**config.mk**
```make
export PLATFORM = sky130hd
export DESIGN_NAME = cpu_ctrl_seq
export DESIGN_NICKNAME = d
export VERILOG_FILES = /design/src/rtl/cpu_ctrl_seq.sv
export SDC_FILE = /design/constraint.sdc
export NUM_CORES = 1
export LEC_CHECK = 0
export ABC_AREA = 1
export ABC_CLOCK_PERIOD_IN_PS = 2300
export CORE_UTILIZATION = 57
export CTS_CLUSTER_DIAMETER = 30
export CTS_CLUSTER_SIZE = 12
export DETAILED_ROUTE_END_ITERATION = 8
export PLACE_DENSITY = 0.84
export SLEW_MARGIN = 25
export SYNTH_ARGS = -nofsm -noshare
export SYNTH_HDL_FRONTEND = slang
export SYNTH_SLANG_ARGS = --single-unit
```
**constraint.sdc**
```tcl
create_clock -name clk -period 2.3 [get_ports clk]
set_clock_uncertainty 0.05 [all_clocks]
set_input_delay 0.345 -clock clk [delete_from_list [all_inputs] [get_ports clk]]
set_output_delay 0.345 -clock clk [all_outputs]
set_load 0.03 [all_outputs]
```
**src/rtl/cpu_ctrl_seq.sv**
```systemverilog
// cpu_ctrl_seq: control sequencer for the 8-bit CPU.
// Generates REG/ROM/RAM/PC/ACC strobes from a latched opcode. It also handles
// memory ready/wait with a timeout fault, multi-byte operand fetch, a resumable
// halt, and illegal-opcode trapping.
// Optional single-step mode: define CPU_CTRL_STEP_EN.
module cpu_ctrl_seq #(
    parameter int OPW        = 4,
    parameter int OPND_BYTES = 1,
    parameter int TMO        = 15
) (
    input  logic           clk,
    input  logic           rst,
    input  logic [OPW-1:0] ins,
    input  logic           mem_rdy,
    input  logic           resume,
    output logic           reg_write,
    output logic           reg_read,
    output logic           rom_en,
    output logic           rom_read,
    output logic           ram_en,
    output logic           ram_write,
    output logic           ram_read,
    output logic           pc_en,
    output logic           pc_chg_en,
    output logic           acc_en,
    output logic [2:0]     fetch,
    output logic           addr_sel,
    output logic           halted,
    output logic           fault
);

    typedef enum logic [3:0] {
        OP_NOP = 4'h0, OP_LDO = 4'h1, OP_LDA = 4'h2, OP_LDR = 4'h3,
        OP_PRE = 4'h4, OP_STO = 4'h5, OP_ADD = 4'h6, OP_SHL = 4'h7,
        OP_SHR = 4'h8, OP_SAR = 4'h9, OP_INV = 4'hA, OP_AND = 4'hB,
        OP_OR  = 4'hC, OP_XOR = 4'hD, OP_JMP = 4'hE, OP_HLT = 4'hF
    } opcode_e;

    typedef enum logic [3:0] {
        S_IDLE,
        S_FETCH,
        S_DECODE,
        S_OPND,
        S_OPINC,
        S_LD_MEM,
        S_ST_RD,
        S_ST_WR,
        S_ALU,
        S_LDR_S,
        S_JMP_S,
        S_HALT,
`ifdef CPU_CTRL_STEP_EN
        S_STEP,
`endif
        S_FAULT
    } state_e;

    // State that follows a completed instruction.
`ifdef CPU_CTRL_STEP_EN
    localparam state_e S_DONE = S_STEP;
`else
    localparam state_e S_DONE = S_FETCH;
`endif

    localparam logic [1:0] K_LAST     = 2'(OPND_BYTES - 1);
    localparam logic [7:0] TMO_LAST   = 8'(TMO - 1);
    localparam logic [2:0] FETCH_LAST = 3'(OPND_BYTES + 1);

    state_e     state_q, state_d;
    opcode_e    op_q, op_d;
    logic [1:0] k_q, k_d;
    logic [7:0] tmo_q, tmo_d;

    logic [OPW-1:0] ins_hi;
    logic           illegal;
    logic           wait_st;
    logic           tmo_hit;

    assign ins_hi  = ins >> 4;
    assign illegal = |ins_hi;
    assign wait_st = (state_q == S_FETCH) || (state_q == S_OPND) ||
                     (state_q == S_LD_MEM) || (state_q == S_ST_WR);
    // The counter holds the number of cycles already waited. Seeing TMO-1
    // with mem_rdy still low means this is the TMO-th cycle without a reply.
    // A reply in that same cycle still wins.
    assign tmo_hit = (tmo_q == TMO_LAST) && !mem_rdy;

    // State, latched opcode, operand byte index and wait counter registers
    always_ff @(posedge clk or posedge rst) begin
        if (rst) begin
            state_q <= S_IDLE;
            op_q    <= OP_NOP;
            k_q     <= '0;
            tmo_q   <= '0;
        end else begin
            state_q <= state_d;
            op_q    <= op_d;
            k_q     <= k_d;
            tmo_q   <= tmo_d;
        end
    end

    // Next-state, opcode latch, byte index and timeout counter logic
    always_comb begin
        state_d = state_q;
        op_d    = op_q;
        k_d     = k_q;
        case (state_q)
            S_IDLE:   state_d = S_FETCH;
            S_FETCH: begin
                if (mem_rdy)      state_d = S_DECODE;
                else if (tmo_hit) state_d = S_FAULT;
            end
            S_DECODE: begin
                op_d = opcode_e'(ins[3:0]);
                k_d  = '0;
                if (illegal) begin
                    state_d = S_FAULT;
                end else begin
                    case (ins[3:0])
                        OP_NOP:                         state_d = S_DONE;
                        OP_HLT:                         state_d = S_HALT;
                        OP_LDR:                         state_d = S_LDR_S;
                        OP_LDO, OP_LDA, OP_STO, OP_JMP: state_d = S_OPND;
                        default:                        state_d = S_ALU;
                    endcase
                end
            end
            S_OPND: begin
                if (mem_rdy)      state_d = S_OPINC;
                else if (tmo_hit) state_d = S_FAULT;
            end
            S_OPINC: begin
                if (k_q != K_LAST) begin
                    k_d     = k_q + 2'd1;
                    state_d = S_OPND;
                end else begin
                    case (op_q)
                        OP_LDO, OP_LDA: state_d = S_LD_MEM;
                        OP_STO:         state_d = S_ST_RD;
                        OP_JMP:         state_d = S_JMP_S;
                        default:        state_d = S_IDLE;
                    endcase
                end
            end
            S_LD_MEM: begin
                if (mem_rdy)      state_d = S_DONE;
                else if (tmo_hit) state_d = S_FAULT;
            end
            S_ST_RD:  state_d = S_ST_WR;
            S_ST_WR: begin
                if (mem_rdy)      state_d = S_DONE;
                else if (tmo_hit) state_d = S_FAULT;
            end
            S_ALU:    state_d = S_DONE;
            S_LDR_S:  state_d = S_DONE;
            S_JMP_S:  state_d = S_DONE;
            S_HALT:   if (resume) state_d = S_DONE;
`ifdef CPU_CTRL_STEP_EN
            S_STEP:   if (resume) state_d = S_FETCH;
`endif
            S_FAULT:  state_d = S_FAULT;
            default:  state_d = S_IDLE;
        endcase

        if (state_d != state_q)       tmo_d = '0;
        else if (wait_st && !mem_rdy) tmo_d = tmo_q + 8'd1;
        else                          tmo_d = tmo_q;
    end

    // Output strobes decoded from state and latched opcode only
    always_comb begin
        reg_write = 1'b0;
        reg_read  = 1'b0;
        rom_en    = 1'b0;
        rom_read  = 1'b0;
        ram_en    = 1'b0;
        ram_write = 1'b0;
        ram_read  = 1'b0;
        pc_en     = 1'b0;
        pc_chg_en = 1'b0;
        acc_en    = 1'b0;
        fetch     = 3'd0;
        addr_sel  = 1'b0;
        halted    = 1'b0;
        fault     = 1'b0;
        case (state_q)
            S_FETCH: begin
                rom_en   = 1'b1;
                rom_read = 1'b1;
                fetch    = 3'd1;
            end
            S_DECODE: begin
                rom_en   = 1'b1;
                rom_read = 1'b1;
                pc_en    = 1'b1;
            end
            S_OPND: begin
                rom_en   = 1'b1;
                rom_read = 1'b1;
                fetch    = 3'd2 + {1'b0, k_q};
            end
            S_OPINC:  pc_en = 1'b1;
            S_LD_MEM: begin
                reg_write = 1'b1;
                addr_sel  = 1'b1;
                if (op_q == OP_LDO) begin
                    rom_en   = 1'b1;
                    rom_read = 1'b1;
                end else begin
                    ram_en   = 1'b1;
                    ram_read = 1'b1;
                end
            end
            S_ST_RD:  reg_read = 1'b1;
            S_ST_WR: begin
                reg_read  = 1'b1;
                ram_en    = 1'b1;
                ram_write = 1'b1;
                addr_sel  = 1'b1;
            end
            S_ALU: begin
                reg_read = 1'b1;
                acc_en   = 1'b1;
            end
            S_LDR_S: begin
                reg_write = 1'b1;
                acc_en    = 1'b1;
            end
            S_JMP_S: begin
                pc_en     = 1'b1;
                pc_chg_en = 1'b1;
                fetch     = FETCH_LAST;
            end
            S_HALT:   halted = 1'b1;
`ifdef CPU_CTRL_STEP_EN
            S_STEP:   halted = 1'b1;
`endif
            S_FAULT:  fault = 1'b1;
            default:  ;
        endcase
    end

endmodule

```
# After elaboration in Yosys (flattened, before gate mapping)
# Index checks and enable logic that the tools add are counted.
# W data, S select, Z words.
# word_totals
latchBits	0
regBits	18
wordCells	81
ram_bits	0
in_bits	8
mem_count	0
rom_bits	0
out_inout_bits	16
# classes
n_mul	0
addsub	3
n_lt_le_gt_ge	0
n_shift	0
eq_ne	25
muxes	28
bitwise	0
div	0
reduce_logical	21
# ops
operator	n
$pmux W4 S9	1
$eq A4 B4 Y1 const B	8
$eq A4 B3 Y1 const B	6
$mux W4	6
$eq A4 B2 Y1 const B	5
$mux W8	2
$pmux W4 S4	1
$eq A4 B1 Y1 const B	3
$mux W1	12
$pmux W4 S3	1
$pmux W3 S3	1
$reduce_or A3 Y1	3
$add A8 B1 Y8 const B	1
$eq A8 B4 Y1 const B	1
$logic_not A4 Y1	2
$reduce_or A2 Y1	4
$reduce_or A4 Y1	2
$reduce_bool A2 Y1	3
$ne A4 B4 Y1	1
$pmux W1 S2	2
$pmux W2 S2	1
$add A2 B2 Y3 const A	1
$logic_or A1 B1 Y1	3
$add A2 B1 Y2 const B	1
other kinds (5)	6

# Depth between registers and ports, before layout
# Gate-level depths: netlist (run 1).
# depth
ltp_word	7
mapped_depth	12
ltp_nobuf	12

# Worst setup path before layout (run 1)
# No wires, ideal clock.
# synth_timing
path_type	register -> output
startpoint	reg state_q[3]
endpoint	out reg_write
required_time_ps	1905
setup_slack_ps	322
arrival_ps	1583
path_buffers	0
path_stages_with_launch	4
path_cell_list	dfrtp_1 nand2_1 clkinv_1 nor4_1
# synth_between
elab_chain_cells	3
elab_cells_between_ends	4
cone_classes	2 x eq/ne; 1 x mux; 1 x reduce/logical
# synth_rtl
item	line	rtl
from (decl)	69	state_e state_q, state_d;
from (signal assigned)	96	state_q <= state_d;
$eq A4 B3 Y1 / $eq A4 B4 Y1 (equally long branches)	187	case (state_q)
$reduce_or A2 Y1 (no source line) *	n/a	
$mux W1 *	187	
to (decl)	16	output logic reg_write,
# Mark *: on every way between the ends. The rest lies on a longest branch, timed or not.

# Worst setup path in the final report (run 1)
# layout_timing
startpoint	reg state_q[2]
endpoint	out acc_en
# layout_between
elab_chain_cells	3
elab_cells_between_ends	4
cone_classes	2 x eq/ne; 1 x mux; 1 x reduce/logical
# layout_rtl
item	line	rtl
$eq A4 B4 Y1	187	
$reduce_or A2 Y1 (no source line) *	n/a	
$mux W1 *	187	
to (decl)	25	output logic acc_en,
# Marked as above.

==> results.cfg, run 1 <==
[final_layout]
seqCellArea_um2 = 452
area.growth.synth_to_final_pct = 18.9
fraction_of_layout_instances_using_a_drive_strength_above_1_pct = 19.4
insertedDiodeCount = 0
multi_input_gate_area_um2 = 856
fin_util_pct = 71.5
num-nets-final = 250
num-fill-cells = 208

[yosys]
synth_top_cell_by_area = sky130_fd_sc_hd__dfrtp_1
synth_top_cells_by_count = sky130_fd_sc_hd__nand2_1, sky130_fd_sc_hd__inv_1, sky130_fd_sc_hd__nand3_1
synthesis_warnings = 0
synthFlopType = sky130_fd_sc_hd__dfrtp_1
post-synth-top-count-cell = sky130_fd_sc_hd__nand2_1
asyncSetResetFlopFracSynth_pct = 100
synth_top_cells_by_area = sky130_fd_sc_hd__dfrtp_1, sky130_fd_sc_hd__nand2_1, sky130_fd_sc_hd__inv_1
synth_largest_type_area_fraction_pct = 30.5
synth-edff-count = 0
postSynthRegisterBits = 18
netlist_instances = 212
synth_nets = 223
synth_cell_types = 30
mappedNetlistArea_mm2 = 0.00148
fraction_of_the_yosys_area_taken_by_sequential_cells_pct = 30.5
syn_avg_cell_area_um2 = 6.96

[drt]
vias = 1397
drt-initial-drc-count = 39
drc = 0
drtPass1Iterations = 6
wl_per_cell_um = 12.7
via_density_per_instance = 5.23
final_routed_wirelength_across_all_metal_layers_um = 3400
ant_nets = 0

[flow_run]
timing.max_cap.violations = 0

[floorplan]
design.die.area_mm2 = 0.00280
chipWidth_um = 52.9
core_area_mm2 = 0.00245
floorplan.initialDensity_pct = 60.1
chipHeight_um = 52.9
ioPinCount = 24
rows = 18

[clock_network]
post-cts-setup-buffer-count = 0
clock_tree.buffer_depth = 2
clkTransAtPathRegs_ns = 0.11
cts_inserted_buffers = 3
total_number_of_clock_tree_sinks = 18
cts_tree = built
h_tree_level_count = 1
worst_skew_pair.late_latency_ns = 0.29
cts.root.buffer_cell = sky130_fd_sc_hd__clkbuf_4

[grt]
grt_start_max_net_pins = 19
grt_first_pass_wirelength_um = 5820
globalRouteTotalUtil_pct = 28.3
grt.overflow.total = 0
antenna_found_initial = 0
vias_in_the_first_global_route = 1321

[run_status]
outcome = finished clean

[timing]
timing.final.max_slew_violations = 0
post-route-min-period_ns = 2.22
min_period_over_period_pct = 96.7
worst_pin_slew_ns = 0.712
final-setup-viol-count = 0
fmaxAchievable_mhz = 449
final_hold_viol_count = 0
slew_headroom_pct = 52.5

[worst_setup_path]
crit_type = reg2out
end_kind = primary output
required_time_at_the_endpoint_of_the_critical_path_ns = 1.90
critical_path_fanouts_max = 7
timing.critical_path.cells = inv_2 -> nand2_2 -> nor2_1 -> clkdlybuf4s50_1
crit_buf_inv = 2
worst_setup_path_start_kind = flip-flop
cpLargestDelayFamily = buffers and inverters
slowest_delay_ns = 0.67
critPathArrivalTime_ns = 1.83
critical-path-slowest-cell = sky130_fd_sc_hd__clkdlybuf4s50_1

[power_and_ir_drop]
peakVddDrop_uv = 943
p_per_area_mw_per_mm2 = 1150
p_leak_nw = 0.967
finalPower_mw = 2.02

[placed_design]
gp_congestion = 0.888
numPortBuffers = 23
dp_hpwl_um = 2740

[worst_hold_path]
worstHoldPathType = in2async
## area by class of cell
| class | count | share of cell area [%] |
|---|---|---|
| repair buffers | 25 | 13.6 |
| well taps | 30 | 2.14 |
| clock buffers | 3 | 1.28 |
| inverters | 39 | 8.42 |
| flip-flops and latches | 18 | 25.7 |
| multi-input cells | 152 | 48.8 |
## registers in the layout, indices dropped and copies added, names as in the netlist
signal / count
op_q: 4
tmo_q: 8
state_q: 4
k_q: 2
## through the flow
| step | TNS [ns] | instance area (um^2) | std cells | hold slack, ns | worst slack [ns] |
|---|---|---|---|---|---|
| global placement | 0 | 1730 | 264 | 0.498 | 0.195 |
| global route | -0.00174 | 1750 | 267 | 0.478 | -0.00174 |
| CTS | 0 | 1750 | 267 | 0.426 | 0.00907 |
| detailed placement | 0 | 1730 | 264 | 0.501 | 0.170 |
| floorplan | 0 | 1480 | 212 | 0.234 | 0.322 |
| finish | 0 | 1750 | 267 | 0.408 | 0.0751 |
## cell usage in the layout, fill, tap and decap left out
master / synthesis / final
sky130_fd_sc_hd__nand2_1: 50 / 50
sky130_fd_sc_hd__inv_1: 30 / 30
sky130_fd_sc_hd__nand3_1: 20 / 20
sky130_fd_sc_hd__dfrtp_1: 18 / 17
sky130_fd_sc_hd__nor2_1: 17 / 16
sky130_fd_sc_hd__nand2_2: 11 / 11
sky130_fd_sc_hd__dlygate4sd2_1: 0 / 11
sky130_fd_sc_hd__o21ai_0: 10 / 10
sky130_fd_sc_hd__clkdlybuf4s50_1: 0 / 9
sky130_fd_sc_hd__inv_2: 7 / 7
sky130_fd_sc_hd__nor3_2: 7 / 7
sky130_fd_sc_hd__xor2_1: 6 / 6
sky130_fd_sc_hd__nand4_1: 5 / 5
sky130_fd_sc_hd__nor2_2: 3 / 4
sky130_fd_sc_hd__nor2_4: 4 / 4
sky130_fd_sc_hd__nand2_4: 4 / 4
sky130_fd_sc_hd__ha_1: 3 / 3
sky130_fd_sc_hd__clkbuf_4: 0 / 3
sky130_fd_sc_hd__dlymetal6s2s_1: 0 / 3
sky130_fd_sc_hd__o22ai_1: 2 / 2
sky130_fd_sc_hd__a21oi_1: 2 / 2
sky130_fd_sc_hd__buf_4: 1 / 2
sky130_fd_sc_hd__clkinv_1: 1 / 1
sky130_fd_sc_hd__nor3_1: 1 / 1
sky130_fd_sc_hd__a32oi_1: 1 / 1
sky130_fd_sc_hd__nand3_2: 1 / 1
sky130_fd_sc_hd__a21oi_2: 1 / 1
sky130_fd_sc_hd__nor4_1: 1 / 1
sky130_fd_sc_hd__a211oi_1: 1 / 1
sky130_fd_sc_hd__o21ai_1: 1 / 1
sky130_fd_sc_hd__clkinv_2: 1 / 1
sky130_fd_sc_hd__xnor2_1: 1 / 1
sky130_fd_sc_hd__dfrtp_2: 0 / 1
## path summary, 6_finish.rpt
check                                      from  depth (start not counted)              endpoint  slack, ns
max                        state_q[2]$_DFF_PP0_                          4                acc_en       0.08
min                                         rst                          2  tmo_q[1]$_DFFE_PP0P_       0.41
max reg2reg                state_q[0]$_DFF_PP0_                         12  tmo_q[6]$_DFFE_PP0P_       0.39
min reg2reg                tmo_q[3]$_DFFE_PP0P_                          3  tmo_q[3]$_DFFE_PP0P_       0.52
max in group asynchronous                   rst                          2  state_q[3]$_DFF_PP0_       1.30
min in group clk           tmo_q[3]$_DFFE_PP0P_                          3  tmo_q[3]$_DFFE_PP0P_       0.52
## power by group
| group | total [mW] | switching [mW] | internal [mW] |
|---|---|---|---|
| Sequential | 0.500 | 0.0995 | 0.401 |
| Clock | 0.160 | 0.0990 | 0.0608 |
| Combinational | 1.36 | 0.940 | 0.419 |
| Total | 2.02 | 1.14 | 0.880 |
## cells by family after synthesis
logic type / Yosys count / synth area share, %
AO/OA/AOI/OAI: 18 / 6.96
flip-flops: 18 / 30.5
XOR/XNOR: 7 / 4.16
buffers and inverters: 42 / 11.6
AND/OR/NAND/NOR: 124 / 44.2
adder cells (fa/ha/maj): 3 / 2.54
## layer usage
layer	share of wire (%)	routed length [um]	track usage (%)	up-vias
met5	0	0	0	-
met4	0.68	23	5.26	0
met3	5.1	173	2.59	4
met2	47	1590	46.0	44
met1	47	1610	40.8	626
li1	-	-	-	723
## timing repair
item | CTS | global route
endpoints found under the setup margin | 13 | 3
resized for setup | 13 | 3
pin swaps | 0 | 0
hold buffers | 0 | 0
Power figures use the tool's default switching activity.
==> run 2, diff against run 1 <==
--- a/config.mk
+++ b/config.mk
@@ -7,10 +7,12 @@
 export LEC_CHECK = 0
 export ABC_AREA = 1
 export ABC_CLOCK_PERIOD_IN_PS = 2300
+export CORE_ASPECT_RATIO = 0.75
 export CORE_UTILIZATION = 57
 export CTS_CLUSTER_DIAMETER = 30
 export CTS_CLUSTER_SIZE = 12
 export DETAILED_ROUTE_END_ITERATION = 8
+export HOLD_SLACK_MARGIN = 0.02
 export PLACE_DENSITY = 0.84
 export SLEW_MARGIN = 25
 export SYNTH_ARGS = -nofsm -noshare
==> run 2 against run 1 <==
  * Non-clock buffer count is the same
  * Setup slack better by 0.035 ns
  * Critical path depth up 2
  * Critical endpoint is now pc_en
  * Sequential cell count stayed put
  * Sequential share of layout area is 0.13 points higher
  * Clock power about the same
==> results.cfg, run 2 (synthesis gave the netlist of run 1 again) <==
[clock_network]
post-cts-setup-buffer-count = 0
cts_inserted_buffers = 3
holdBufCountCts = 0
clkTransAtPathRegs_ns = 0.10
worst_skew_pair.late_latency_ns = 0.30
h_tree_level_count = 1
total_number_of_clock_tree_sinks = 18
cts_tree = built
cts.root.buffer_cell = sky130_fd_sc_hd__clkbuf_4
clock_tree.buffer_depth = 2

[flow_run]
timing.max_cap.violations = 0

[final_layout]
fraction_of_layout_instances_using_a_drive_strength_above_1_pct = 20.7
seqCellArea_um2 = 452
num-nets-final = 250
insertedDiodeCount = 0
multi_input_gate_area_um2 = 856
num-fill-cells = 203
layout.cells.most_common = sky130_fd_sc_hd__nand2_1
top_flop_regs = tmo_q (8), op_q (4), state_q (4)
max_reg_flops = 8
most-common-layout-cells = sky130_fd_sc_hd__nand2_1, sky130_fd_sc_hd__inv_1, sky130_fd_sc_hd__nand3_1
area.growth.synth_to_final_pct = 18.3
final_cells = 271
largest_register = tmo_q

[timing]
post-route-min-period_ns = 2.19
fmaxAchievable_mhz = 457
worst_pin_slew_ns = 0.696
final_hold_viol_count = 0
unrepaired_setup_endpoints_after_global_routing = no
timing.final.max_slew_violations = 0
slew_headroom_pct = 53.6
min_period_over_period_pct = 95.2
final-setup-viol-count = 0

[grt]
grt_start_max_net_pins = 19
grt.overflow.total = 0
grt.busiest_layer = met2
antenna_found_initial = 0
globalRouteTotalUtil_pct = 28.4
grtUsageMet2_pct = 42.4
grt_util_met3_pct = 6.74
grt_first_pass_wirelength_um = 5640
use_met1_pct = 41.5
vias_in_the_first_global_route = 1264

[placed_design]
dp_hpwl_um = 2810
gp_congestion = 0.907
numPortBuffers = 23
number_of_placed_cells_counting_well_taps = 268

[floorplan]
chipWidth_um = 60.7
design.die.area_mm2 = 0.00280
ioPinCount = 24
floorplan.initialDensity_pct = 62.4
chipHeight_um = 46.1
core_area_mm2 = 0.00236
rows = 15

[worst_setup_path]
crit_buf_inv = 3
critical-path-slowest-cell = sky130_fd_sc_hd__dfrtp_1
cpLargestDelayFamily = buffers and inverters
timing.critical_path.cells = inv_2 -> nand2_2 -> nor2_1 -> inv_1 -> nand3_1 -> dlygate4sd2_1
timing.rr.start = state_q[0]$_DFF_PP0_
critical_path_fanouts_max = 7
worst_setup_path_start_kind = flip-flop
end_kind = primary output
startpoint_of_the_most_critical_setup_path = state_q[2]$_DFF_PP0_
crit_type = reg2out
critPathArrivalTime_ns = 1.80
regToRegSetupSlack_ns = 0.47
slowest_delay_ns = 0.46
required_time_at_the_endpoint_of_the_critical_path_ns = 1.90

[drt]
ant_nets = 0
final_routed_wirelength_across_all_metal_layers_um = 3390
drtPass1Iterations = 4
via_density_per_instance = 5.25
drt-initial-drc-count = 80
vias = 1422
drc = 0
wl_per_cell_um = 12.5

[power_and_ir_drop]
p_per_area_mw_per_mm2 = 1150
finalPower_mw = 2.01
p_leak_nw = 0.971
peakVddDrop_uv = 1050

[run_status]
outcome = finished clean

[worst_hold_path]
worstHoldPathType = in2async
run 2: cell types whose count changed in the layout (fill, tap and decap cells not counted):
| cell | before | now |
|---|---|---|
| sky130_fd_sc_hd__clkbuf_2 | 0 | 3 |
| sky130_fd_sc_hd__clkdlybuf4s50_1 | 9 | 7 |
| sky130_fd_sc_hd__dlygate4sd2_1 | 11 | 10 |
run 2: path summary, 6_finish.rpt:
path                                         to  cells past startpoint
max reg2reg                tmo_q[1]$_DFFE_PP0P_                     11
min reg2reg                tmo_q[3]$_DFFE_PP0P_                      3
max                                       pc_en                      6
min                        tmo_q[0]$_DFFE_PP0P_                      2
max in group asynchronous  state_q[1]$_DFF_PP0_                      2
min in group clk           tmo_q[3]$_DFFE_PP0P_                      3
run 2: where the power goes:
part	internal, mW	total, mW	leakage [nW]	switching (mW)
clock	0.0610	0.159	0.0138	0.0984
combinational	0.407	1.35	0.719	0.941
sequential	0.401	0.507	0.238	0.106
total	0.869	2.01	0.971	1.15
run 2: what timing repair did:
action	in CTS	in global routing
cloned	0	0
endpoints found under the setup margin	13	6
resized for setup	14	11
run 2: final cells by class:
cell class / instances / area share, %
Timing Repair Buffer: 25 / 12.9
Clock buffer: 3 / 1.29
Inverter: 39 / 8.46
Multi-Input combinational cell: 152 / 49.0
Tap cell: 34 / 2.44
Sequential cell: 18 / 25.9
run 2: through the flow:
stage	setup TNS, ns	hold slack, ns	area, um^2	worst slack [ns]	utilization (%)
floorplan	0	0.234	1480	0.322	-
global placement	0	0.495	1740	0.213	73.5
detailed placement	0	0.510	1740	0.137	73.5
CTS	-0.00449	0.423	1750	-0.00449	73.9
global route	0	0.465	1750	0.000961	73.8
finish	0	0.395	1750	0.110	73.8
run 2: layer usage:
| layer | vias to the layer above | routed length, um | part of all wire, % |
|---|---|---|---|
| met5 | - | 0 | 0 |
| met3 | 8 | 165 | 4.9 |
| met1 | 651 | 1760 | 52 |
| met4 | 0 | 37 | 1.1 |
| li1 | 725 | - | - |
| met2 | 38 | 1430 | 42 |
==> run 3, diff against run 2 <==
--- a/config.mk
+++ b/config.mk
@@ -5,15 +5,14 @@
 export SDC_FILE = /design/constraint.sdc
 export NUM_CORES = 1
 export LEC_CHECK = 0
-export ABC_AREA = 1
 export ABC_CLOCK_PERIOD_IN_PS = 2300
 export CORE_ASPECT_RATIO = 0.75
-export CORE_UTILIZATION = 57
+export CORE_UTILIZATION = 58
 export CTS_CLUSTER_DIAMETER = 30
 export CTS_CLUSTER_SIZE = 12
 export DETAILED_ROUTE_END_ITERATION = 8
 export HOLD_SLACK_MARGIN = 0.02
-export PLACE_DENSITY = 0.84
+export PLACE_DENSITY = 0.85
 export SLEW_MARGIN = 25
 export SYNTH_ARGS = -nofsm -noshare
 export SYNTH_HDL_FRONTEND = slang
==> run 3 against run 2 <==
  * Count of clock-buffer cells in the layout up 1
  * Clock power grew 28%
  * Largest power group unchanged
  * Sequential share of layout area decreased by 2.8 points
  * Critical endpoint is now tmo_q[1]$_DFFE_PP0P_
==> results.cfg, run 3 <==
[grt]
globalRouteTotalUtil_pct = 33.7
grt.busiest_layer = met2
vias_in_the_first_global_route = 1443
grt_util_met3_pct = 8.15
grt_start_max_net_pins = 19
antenna_found_initial = 0
use_met1_pct = 48.4
grtUsageMet2_pct = 50.7
grt.overflow.total = 0
grt_first_pass_wirelength_um = 6720

[drt]
drtPass1Iterations = 4
wl_per_cell_um = 16.5
drc = 0
final_routed_wirelength_across_all_metal_layers_um = 4370
via_density_per_instance = 5.94
drt-initial-drc-count = 196
ant_nets = 0
vias = 1574

[timing]
fmaxAchievable_mhz = 454
worst_pin_slew_ns = 0.684
slew_headroom_pct = 54.3
final_critical_path_setup_slack_ns = 0.0992
final_hold_viol_count = 0
timing.final.max_slew_violations = 0
unrepaired_setup_endpoints_after_global_routing = no
post-route-min-period_ns = 2.20
final-setup-viol-count = 0
min_period_over_period_pct = 95.7

[run_status]
outcome = finished clean

[power_and_ir_drop]
peakVddDrop_uv = 787
combinationalPowerShare_pct = 66.3
finalPower_mw = 2.37
power_switching_mw = 1.19
clock_power_share_pct = 8.5
p_per_area_mw_per_mm2 = 1200
seq_power_share_pct = 25.2
cell_internal_pwr_mw = 1.18
p_leak_nw = 0.904
power.switching_fraction_pct = 50.3

[worst_setup_path]
startpoint_of_the_most_critical_setup_path = state_q[1]$_DFF_PP0_
critical_path_fanouts_max = 13
required_time_at_the_endpoint_of_the_critical_path_ns = 2.49
critPathArrivalTime_ns = 2.39
end_kind = flip-flop
regToRegSetupSlack_ns = 0.1
timing.rr.start = state_q[1]$_DFF_PP0_
ff2ff_path_depth = 7
worst_setup_path_start_kind = flip-flop
crit_type = reg2reg
worst_r2r_endpoint = tmo_q[1]$_DFFE_PP0P_

[yosys]
postSynthRegisterBits = 18
synth_top_cells_by_area = sky130_fd_sc_hd__dfrtp_1, sky130_fd_sc_hd__nand2_1, sky130_fd_sc_hd__nor2_1
fraction_of_the_yosys_area_taken_by_sequential_cells_pct = 29.4
synth_top_cell_by_area = sky130_fd_sc_hd__dfrtp_1
syn_avg_cell_area_um2 = 8.03
synth_top_cells_by_count = sky130_fd_sc_hd__nand2_1, sky130_fd_sc_hd__nor2_1, sky130_fd_sc_hd__dfrtp_1
synth-edff-count = 0
synthesis_warnings = 0
mappedNetlistArea_mm2 = 0.00153
asyncSetResetFlopFracSynth_pct = 100
post-synth-top-count-cell = sky130_fd_sc_hd__nand2_1
synth_cell_types = 61
synthFlopType = sky130_fd_sc_hd__dfrtp_1
synth_nets = 202
synth_largest_type_area_fraction_pct = 29.4
netlist_instances = 191

[placed_design]
dp_hpwl_um = 3190
number_of_placed_cells_counting_well_taps = 258
dpl_worst_slack_ns = -0.202
gp_congestion = 0.939
numPortBuffers = 23

[floorplan]
chipHeight_um = 46.5
core_area_mm2 = 0.00240
rows = 15
floorplan.initialDensity_pct = 63.9
chipWidth_um = 61.4
ioPinCount = 24
design.die.area_mm2 = 0.00286

[clock_network]
holdBufCountCts = 0
worst_skew_pair.late_latency_ns = 0.31
cts_inserted_buffers = 3
total_number_of_clock_tree_sinks = 18
cts.root.buffer_cell = sky130_fd_sc_hd__clkbuf_4
clock_tree.buffer_depth = 2
h_tree_level_count = 1
cts_tree = built
clkTransAtPathRegs_ns = 0.11

[worst_hold_path]
worstHoldPathType = in2async

[final_layout]
final_cells = 265
num-nets-final = 243
insertedDiodeCount = 0
area.growth.synth_to_final_pct = 28.7
max_reg_flops = 8
largest_register = tmo_q
top_flop_regs = tmo_q (8), op_q (4), state_q (4)
layout.cells.most_common = sky130_fd_sc_hd__buf_4
most-common-layout-cells = sky130_fd_sc_hd__buf_4, sky130_fd_sc_hd__nand2_1, sky130_fd_sc_hd__nor2_1
fraction_of_layout_instances_using_a_drive_strength_above_1_pct = 25.5
num-fill-cells = 165

[flow_run]
timing.max_cap.violations = 0
[run 3: cell count changes in the layout (fill, tap and decap cells not counted), moves of 7 or more]
cell	previous run	this run
sky130_fd_sc_hd__nand2_1	50	30
sky130_fd_sc_hd__buf_4	2	34
sky130_fd_sc_hd__nor2_1	16	25
sky130_fd_sc_hd__nand3_1	20	4
sky130_fd_sc_hd__nand2_2	11	0
sky130_fd_sc_hd__inv_1	30	6
sky130_fd_sc_hd__nand2b_1	0	7
[run 3: through the flow]
stage                     hold WS [ns]  cell area (um^2)  TNS (ns)  utilization, %
after floorplan                  0.234              1540         0               -
after global placement           0.438              1890     -1.08            78.6
after detailed placement         0.463              1890     -1.45            78.6
after CTS                        0.389              1920         0            80.1
after global routing             0.452              1970         0            82.2
final                            0.372              1970         0            82.2
[run 3: kinds of logic (layout without fill, tap and decap cells)]
| logic type | count (synthesis) | after routing | synth area share [%] |
|---|---|---|---|
| flip-flops | 18 | 18 | 29.4 |
| AND/OR/NAND/NOR | 103 | 103 | 36.1 |
| XOR/XNOR | 8 | 8 | 4.57 |
| adder cells (fa/ha/maj) | 3 | 3 | 2.45 |
| multiplexers | 2 | 2 | 1.31 |
| buffers and inverters | 19 | 59 | 5.95 |
| AO/OA/AOI/OAI | 38 | 38 | 20.2 |
[run 3: worst max path at each step]
stage	end	slack, ns
6_report	tmo_q[1]$_DFFE_PP0P_	0.1
5_1_grt	rom_en	0.003
4_1_cts	rom_read	0.03
3_5_place_dp	tmo_q[3]$_DFFE_PP0P_	-0.20
3_3_place_gp	tmo_q[5]$_DFFE_PP0P_	-0.14
2_1_floorplan	reg_write	0.03
[run 3: power groups by stage]
stage          clock network [mW]  logic, mW  registers, mW
6_report                    0.203       1.57          0.598
3_3_place_gp                    0       1.45          0.575
3_5_place_dp                    0       1.47          0.582
4_1_cts                     0.207       1.47          0.584
2_1_floorplan                   0       1.09          0.461
5_1_grt                     0.214       1.70          0.610
[run 3: timing repair]
item                       CTS  global route
buffers inserted             0             3
setup endpoints to repair    7             5
gates resized for setup     11             5
[run 3: cell type report]
class | count | area [um^2] | share of cell area, %
clock buffers | 4 | 36.3 | 1.84
inverters | 7 | 26.3 | 1.33
multi-input cells | 154 | 1020 | 51.8
flip-flops and latches | 18 | 455 | 23.1
well taps | 34 | 42.5 | 2.15
repair buffers | 48 | 390 | 19.8
[run 3: worst max-delay path, cell delays in order, from the launching register on]
cell and delay [ns]:
sky130_fd_sc_hd__dfrtp_2 0.55, sky130_fd_sc_hd__buf_4 0.20, sky130_fd_sc_hd__nor2_1 0.15, sky130_fd_sc_hd__nand3_1 0.13, sky130_fd_sc_hd__nor3_1 0.44, sky130_fd_sc_hd__o311a_1 0.26, sky130_fd_sc_hd__o211ai_4 0.14, sky130_fd_sc_hd__a211oi_2 0.21
[run 3: layer usage]
layer	share of wire, %	vias to the layer above
met3	9.9	6
met4	1.2	0
met1	43	726
li1	-	759
met2	45	83
met5	0	-
==> patch (settings of run 2) <==
The parameter `OPW` goes from 4 to 5.
--- a/src/rtl/cpu_ctrl_seq.sv
+++ b/src/rtl/cpu_ctrl_seq.sv
@@ -4,7 +4,7 @@
 // halt, and illegal-opcode trapping.
 // Optional single-step mode: define CPU_CTRL_STEP_EN.
 module cpu_ctrl_seq #(
-    parameter int OPW        = 4,
+    parameter int OPW        = 5,
     parameter int OPND_BYTES = 1,
     parameter int TMO        = 15
 ) (
Ports: changed (resized ins); port bits go from 24 to 25. The function was not compared with the original's and may differ.
==> patch against run 2 <==
- cell area decreased by 0.86%
- wire length rose by 1.6%
- hold slack got worse by 6.3 ps
- critical path depth fell by 2
- via count grew 0.42%
- global-route usage up 1.3 points
- critical path type unchanged
- synthesized area is 4.7% lower
- sequential power shrank 3%
- die area shrank 4.5%
- sequential cell count unchanged
- total power decreased by 2.1%
- cell count up 2.2%
- setup slack got worse by 72 ps
- sequential share of layout area rose by 0.15 points
==> patch: results (changes against run 2) <==
status - finished clean (unchanged)
gr usage total - 29.6% (was 28.4%)
reg-to-reg slack, setup - 290 ps (was 470 ps)
nets - 256 (was 250)
vias in the first global route - 1258 (was 1264)
Critical R2R Capture - tmo_q[2] (was tmo_q[1])
Data arrival, critical path - 1870 ps (was 1800 ps)
routability cong. - 0.907 (about the same)
Post-Place Setup Slack - 136 ps (was 137 ps)
drt wl/cell - 12.4 um (was 12.5 um)
met3 Usage GRT - 7.16% (was 6.74%)
met1 Use GR - 44.9% (was 41.5%)
Max IR drop VDD - 0.594 mV (was 1.05 mV)
PortBufs - 24 (was 23)
Synth cell types - 23 (was 30)
post-synthesis sequential area ratio - 32.0% (was 30.5%)
share of layout cells above drive strength 1 - 15.2% (was 20.7%)
M2 GR Usage - 43.1% (was 42.4%)
first-pass GRT wire length - 5.74 mm (was 5.64 mm)
leakage - 1.00 nW (was 0.971 nW)
HPWL Detailed - 2.65 mm (was 2.81 mm)
cells on worst reg2reg path - 10 (was 11)
metal3 WL - 235 um (was 165 um)
final instance area - 1730 um^2 (was 1750 um^2)
placed instance area - 1700 um^2 (was 1740 um^2)
synth top area cells - dfrtp_1, nand2_1, nor2_1 (was dfrtp_1, nand2_1, inv_1)
Worst-path clk slew - 120 ps (was 100 ps)
==> patch: cell count changes after synthesis, moves of 3 or more <==
cell,before,now
inv_1,30,27
nor3_2,7,0
nor2_1,17,33
nor2_2,3,6
nor2_4,4,1
a21oi_1,2,5
nand2_2,11,3
==> patch: final cells by class <==
cell class              instances  area share, %
multi-input cells             157           46.6
flip-flops and latches         18           26.0
repair buffers                 28           15.0
inverters                      36           7.81
well taps                      34           2.46
clock buffers                   4           2.10
==> patch: critical path, delay by kind of cell, from the launching register on <==
family	cells	cell delay, ps
buffers and inverters	2	550
DFF	1	520
and+or+nand+nor	1	270
AOI/OAI and AO/OA	1	220
==> patch: timing repair <==
| item | CTS | global route |
|---|---|---|
| hold endpoints to repair | 0 | 0 |
| gates resized for setup | 10 | 13 |
| cloned | 0 | 0 |
| setup endpoints to repair | 10 | 11 |
| buffers inserted | 0 | 0 |
| hold buffers | 0 | 0 |
==> patch: where the power goes <==
| part | internal [W] | total (W) | leakage, nW | switching (W) |
|---|---|---|---|---|
| Sequential | 0.000399 | 0.000493 | 0.238 | 0.0000946 |
| Clock | 0.0000966 | 0.000204 | 0.0210 | 0.000108 |
| Combinational | 0.000410 | 0.00127 | 0.742 | 0.000864 |
| Total | 0.000906 | 0.00197 | 1.00 | 0.00107 |
==> patch: cell families after synthesis <==
kind of cell / Yosys count / synth area share (%)
flops: 18 / 32.0
fa+ha+maj: 3 / 2.67
xor+xnor: 7 / 4.36
simple gates: 123 / 40.5
buf+inv: 38 / 10.7
compound gates: 24 / 9.79
==> patch: worst min path at each step <==
stage,start,to,slack [ps]
after floorplan,rst,k_q[0],230
after global placement,tmo_q[7],tmo_q[7],460
after detailed placement,tmo_q[7],tmo_q[7],480
after CTS,rst,tmo_q[4],420
after global routing,rst,state_q[2],450
final,rst,tmo_q[4],390
